File: src/rtl/revive_instr_align.sv
// Halfword prefetch/alignment buffer between the fetch bus and the RVC decompressor.
// Latency: an accepted word is visible in the instruction window on the next cycle.
// Backpressure: fetch_ready drops when fewer than two halfwords are free; a pop never raises ready in the same cycle.
module revive_instr_align #(
    parameter int DEPTH_HW = 6,
    parameter int W_LEVEL  = $clog2(DEPTH_HW + 1)
) (
    input  logic               clk,
    input  logic               rst,
    input  logic [31:0]        fetch_data,
    input  logic               fetch_valid,
    output logic               fetch_ready,
    input  logic               flush,
    input  logic               flush_unaligned,
    output logic [31:0]        instr_data,
    output logic               instr_valid,
    input  logic               instr_ready,
    output logic               instr_is_32bit,
    output logic [W_LEVEL-1:0] level
);

    // A full fetch word needs two free halfwords; the check uses the pre-pop level only.
    localparam logic [W_LEVEL-1:0] PUSH_LIMIT = W_LEVEL'(DEPTH_HW - 2);
    localparam logic [W_LEVEL-1:0] LVL_ONE    = W_LEVEL'(1);
    localparam logic [W_LEVEL-1:0] LVL_TWO    = W_LEVEL'(2);

    logic [15:0]        hw_q [DEPTH_HW];
    logic [15:0]        hw_d [DEPTH_HW];
    logic [15:0]        ext  [DEPTH_HW + 2];
    logic [W_LEVEL-1:0] level_q;
    logic               skip_lo;

    logic               is32;
    logic               push;
    logic               pop;
    logic [W_LEVEL-1:0] pop_n;
    logic [W_LEVEL-1:0] push_n;
    logic [W_LEVEL-1:0] rem;
    logic [W_LEVEL-1:0] level_d;
    logic [15:0]        first_hw;

    // Length decode looks only at the head parcel; reserved >32-bit encodings fall into the 32-bit case.
    assign is32           = (hw_q[0][1:0] == 2'b11);
    assign instr_is_32bit = is32;
    assign instr_data     = {(level_q >= LVL_TWO) ? hw_q[1] : 16'h0000, hw_q[0]};
    assign level          = level_q;

    assign fetch_ready = !rst && (level_q <= PUSH_LIMIT);
    assign instr_valid = !rst && (level_q != '0) && (!is32 || (level_q >= LVL_TWO));

    // Flush wins over both push and pop; a word offered during flush is taken and thrown away.
    assign push = fetch_valid && fetch_ready && !flush;
    assign pop  = instr_valid && instr_ready && !flush;

    assign pop_n    = pop  ? (is32    ? LVL_TWO : LVL_ONE) : '0;
    assign push_n   = push ? (skip_lo ? LVL_ONE : LVL_TWO) : '0;
    assign rem      = level_q - pop_n;
    assign level_d  = rem + push_n;
    // After an unaligned jump the low halfword of the first word precedes the target.
    assign first_hw = skip_lo ? fetch_data[31:16] : fetch_data[15:0];

    // Zero-padded view of storage so a two-halfword shift never indexes past the end.
    always_comb begin
        for (int i = 0; i < DEPTH_HW; i++) begin
            ext[i] = hw_q[i];
        end
        ext[DEPTH_HW]     = 16'h0000;
        ext[DEPTH_HW + 1] = 16'h0000;
    end

    // Next storage: shift out the popped parcels, then append new parcels after the survivors.
    always_comb begin
        for (int i = 0; i < DEPTH_HW; i++) begin
            if (pop && is32) begin
                hw_d[i] = ext[i + 2];
            end else if (pop) begin
                hw_d[i] = ext[i + 1];
            end else begin
                hw_d[i] = hw_q[i];
            end
            if (push && (W_LEVEL'(i) == rem)) begin
                hw_d[i] = first_hw;
            end
            if (push && !skip_lo && (W_LEVEL'(i) == rem + LVL_ONE)) begin
                hw_d[i] = fetch_data[31:16];
            end
        end
    end

    // Level and skip flag: reset/flush empty the buffer, otherwise pop-then-push accounting.
    always_ff @(posedge clk) begin
        if (rst) begin
            level_q <= '0;
            skip_lo <= 1'b0;
        end else if (flush) begin
            level_q <= '0;
            skip_lo <= flush_unaligned;
        end else begin
            level_q <= level_d;
            if (push) begin
                skip_lo <= 1'b0;
            end
        end
    end

    // Parcel storage; entries at or above level are never presented as valid, so no reset is needed.
    always_ff @(posedge clk) begin
        for (int i = 0; i < DEPTH_HW; i++) begin
            hw_q[i] <= hw_d[i];
        end
    end

endmodule

File: config.mk
export PLATFORM = sky130hd
export DESIGN_NAME = revive_instr_align
export DESIGN_NICKNAME = d
export VERILOG_FILES = /design/src/rtl/revive_instr_align.sv
export SDC_FILE = /design/constraint.sdc
export NUM_CORES = 1
export LEC_CHECK = 0
export ABC_AREA = 1
export CORE_UTILIZATION = 30
export DETAILED_ROUTE_END_ITERATION = 8
export SLEW_MARGIN = 20
export SYNTH_ARGS = -nofsm -noshare
export SYNTH_HDL_FRONTEND = slang
export SYNTH_SLANG_ARGS = --single-unit
File: constraint.sdc
create_clock -name clk -period 10.7 [get_ports clk]
set_input_delay 2.14 -clock clk [delete_from_list [all_inputs] [get_ports clk]]
set_output_delay 2.14 -clock clk [all_outputs]
set_load 0.01 [all_outputs]
==> flow_metrics.py <==
metrics = {
    "setup_path": {
        "cp_slowest_cell": "nor3_4",
        "rr_worst_depth": 13,
        "cp_cell_sequence": "clkdlybuf4s50_1 -> inv_2 -> nand2_2 -> nor2_4 -> nand2_1 -> nor2_1 -> ha_1 -> inv_1 -> fa_1 -> inv_1 -> nor2_1 -> nand2_1 -> nor3_4 -> inv_1 -> nand3_1",
        "path_max_fanout": 27,
        "reg2reg_from": "level[2]",
        "cp_common_cell": "inv_1",
        "crit_path_start_kind": "primary input",
        "r2r_slack_ns": 5.68,
        "critical_path.top_delay_family": "simple AND/OR/NAND/NOR gates",
        "critPathBufInv": 5,
        "crit_arrival_ns": 6.86,
        "end_kind": "flop",
        "cpPeakStageDelay_ns": 0.77,
        "rr_endpoint": "hw_q[0][7]",
        "critical_path_class": "primary input to flop",
        "critical_path_required_ns": 10.69,
    },
    "synthesis": {
        "synthDistinctLibCells": 30,
        "synth_ff_type": "edfxtp_1",
        "synth_edf_count": 96,
        "syn_inst": 940,
        "async_flop_share": 0,
        "synth.yosys.warnings": 0,
        "syn_nets": 982,
        "synth_area_mm2": 0.006690,
        "postSynthAreaPerCell_um2": 7.117,
        "synth-seq-cells": 100,
        "ys_seq_area_frac": 0.4429,
    },
    "final_layout": {
        "post-route-util": 0.3638,
        "nNetsFinal": 1036,
        "area_delta_synth_final_pct": 18.66,
        "nFillCells": 2270,
        "layout-drive-gt1-share": 0.06406,
        "n_antenna_cell": 0,
    },
    "placed_design": {
        "place.port_buffers": 75,
        "gp_congestion": 0.8402,
        "place_ws_ns": 3.471,
        "hpwl_um": 14280,
    },
    "global_routing": {
        "antenna_found_initial": 0,
        "grt_pass1_vias": 5592,
        "overflow": 0,
        "grt_usage": 0.1746,
        "grt_pass1_wl_um": 30620,
        "grt_max_degree": 81,
    },
    "drt": {
        "num_vias": 6125,
        "ant_nets": 0,
        "drc": 0,
        "first_pass_iters": 5,
        "wl_per_cell_um": 15.04,
        "wl_um": 19230,
        "viasPerCell": 4.789,
        "first_iter_violations": 547,
    },
    "clocking": {
        "post_cts_buffers": 0,
        "clkLatencyLatePin_ns": 0.35,
        "clkTransAtPathRegs_ns": 0.07,
        "clock_sinks": 100,
        "cts_tree": "done",
        "cts-root-buf": "clkbuf_16",
        "cts-resized-gates": 0,
        "ctsHoldBuffers": 0,
        "htree_levels": 3,
        "cts_made_buffers": 9,
        "cts_max_path_buffers": 2,
    },
    "pwr": {
        "p_seq_frac": 0.500,
        "p_leak_nw": 3.509,
        "swShare": 0.2531,
        "ir_drop_mv": 0.07588,
        "p_sw_mw": 0.2202,
        "p_comb_frac": 0.111,
        "power_density_mw_per_mm2": 109.6,
        "power.clock.fraction": 0.389,
        "intPower_mw": 0.6496,
    },
    "floorplanning": {
        "ioPinCount": 76,
        "core-area_mm2": 0.02182,
        "die_w_um": 151.3,
        "fp.dieH_um": 151.3,
        "die-area_mm2": 0.02290,
        "fp-row-count": 54,
        "start_util": 0.3066,
    },
    "timing": {
        "skew_ns": 0.005434,
        "slew-limit-headroom": 0.2715,
        "fin_crit_sh": 0.6424,
        "fin_tns_setup_ns": 0,
        "finalHoldViolCount": 0,
        "fin_crit_ns": 6.873,
        "worstMarginPinSlew_ns": 1.081,
        "max_freq_mhz": 145.5,
        "setup_viol": 0,
        "layout_setup_ws_ns": 3.827,
        "maxSlewViolCount": 0,
        "rsz0062_at_grt": "false",
    },
    "flow_run": {
        "maxCapViolations": 0,
    },
    "hold_path": {
        "holdPathEnd": "hw_q[2][14]",
        "hp-class": "flop to flop",
        "min_from": "hw_q[3][14]",
        "whs_path_depth": 4,
    },
    "run_status": {
        "outcome": "finished, final reports clean",
    },
}
## power by group through the flow
stage                     clock (mW)  sequential, mW  combinational [mW]
after floorplan                    0           0.444              0.0451
after global placement             0           0.443              0.0962
after detailed placement           0           0.444              0.0962
after CTS                      0.342           0.435              0.0965
after global routing           0.355           0.435               0.106
final                          0.339           0.435              0.0965
## synthesized netlist by cell type, types with 3 or more instances
library cell / n / area share
buf_2: 27 / 0.020
nand2_1: 407 / 0.23
inv_2: 11 / 0.0062
clkbuf_1: 7 / 0.0039
dfxtp_1: 4 / 0.012
nand2_2: 8 / 0.0075
o21ai_0: 16 / 0.012
nand4_1: 26 / 0.024
inv_1: 69 / 0.039
nor3_4: 3 / 0.0073
nor2_1: 104 / 0.058
buf_4: 8 / 0.0090
buf_6: 3 / 0.0050
o22ai_1: 16 / 0.015
nor2_4: 3 / 0.0050
nand3_1: 113 / 0.085
edfxtp_1: 96 / 0.43
## per-layer routing
layer,share of wire,vias up,track usage
li1,-,3152,-
met5,0,-,0
met4,0.013,0,0.05300
met3,0.074,16,0.01958
met2,0.41,242,0.2541
met1,0.50,2715,0.2666
## worst max-delay path by stage
| stage | end | cells after the start | from |
|---|---|---|---|
| floorplan | hw_q[3][0] | 16 | rst |
| global placement | hw_q[0][12] | 15 | rst |
| finish | hw_q[0][7] | 15 | rst |
| global route | hw_q[0][7] | 15 | rst |
| CTS | hw_q[0][4] | 15 | rst |
| detailed placement | hw_q[0][12] | 15 | rst |
## area by class of cell
class                   instances  area (um^2)  share of cell area
clock buffers                   9        225.2             0.02837
clock inverters                 7        72.57            0.009141
flip-flops and latches        100         2963              0.3732
inverters                      80        300.3             0.03783
well taps                     280        350.3             0.04413
multi-input cells             713         3164              0.3986
repair buffers                 90        863.3              0.1087
## state kept, by name, summed over array words and instances (netlist names)
signal and count:
hw_q 96, skip_lo 1, level 3
## worst min-delay path: cells and delay by family (launching register included)
kind,cells,cell delay (ns)
simple gates,4,0.22
flops,1,0.34
## logic make-up (layout without fill, tap and decap cells)
kind of cell | after synthesis | count (layout) | synth area share
adder cells (fa/ha/maj) | 4 | 4 | 0.009725
flip-flops | 100 | 100 | 0.4429
AND/OR/NAND/NOR | 674 | 674 | 0.4318
buffers and inverters | 127 | 186 | 0.08416
AO/OA/AOI/OAI | 35 | 35 | 0.03142
## through the flow
| step | area [um^2] | hold WS, ns | instances | power, mW |
|---|---|---|---|---|
| final | 7939 | 0.6551 | 1279 | 0.8698 |
| after CTS | 7939 | 0.6540 | 1279 | 0.8736 |
| after detailed placement | 7641 | 0.6373 | 1263 | 0.5399 |
| after floorplan | 6690 | 0.6101 | 940 | 0.4889 |
| after global routing | 7939 | 0.7028 | 1279 | 0.8963 |
| after global placement | 7641 | 0.6463 | 1263 | 0.5397 |
## cell usage in the layout (no fill, tap or decap), drive strengths merged
| master | count |
|---|---|
| dfxtp | 4 |
| nor2 | 110 |
| ha | 2 |
| o2111ai | 1 |
| bufinv | 1 |
| edfxtp | 96 |
| nor3 | 5 |
| nand2 | 415 |
| inv | 83 |
| a21oi | 2 |
| nor3b | 1 |
| buf | 15 |
| clkbuf | 9 |
| o22ai | 16 |
| nand3 | 117 |
| clkinvlp | 1 |
| clkinv | 2 |
| clkdlybuf4s50 | 75 |
| o21ai | 16 |
| fa | 2 |
| nand4 | 26 |
Power figures use the tool's default switching activity.
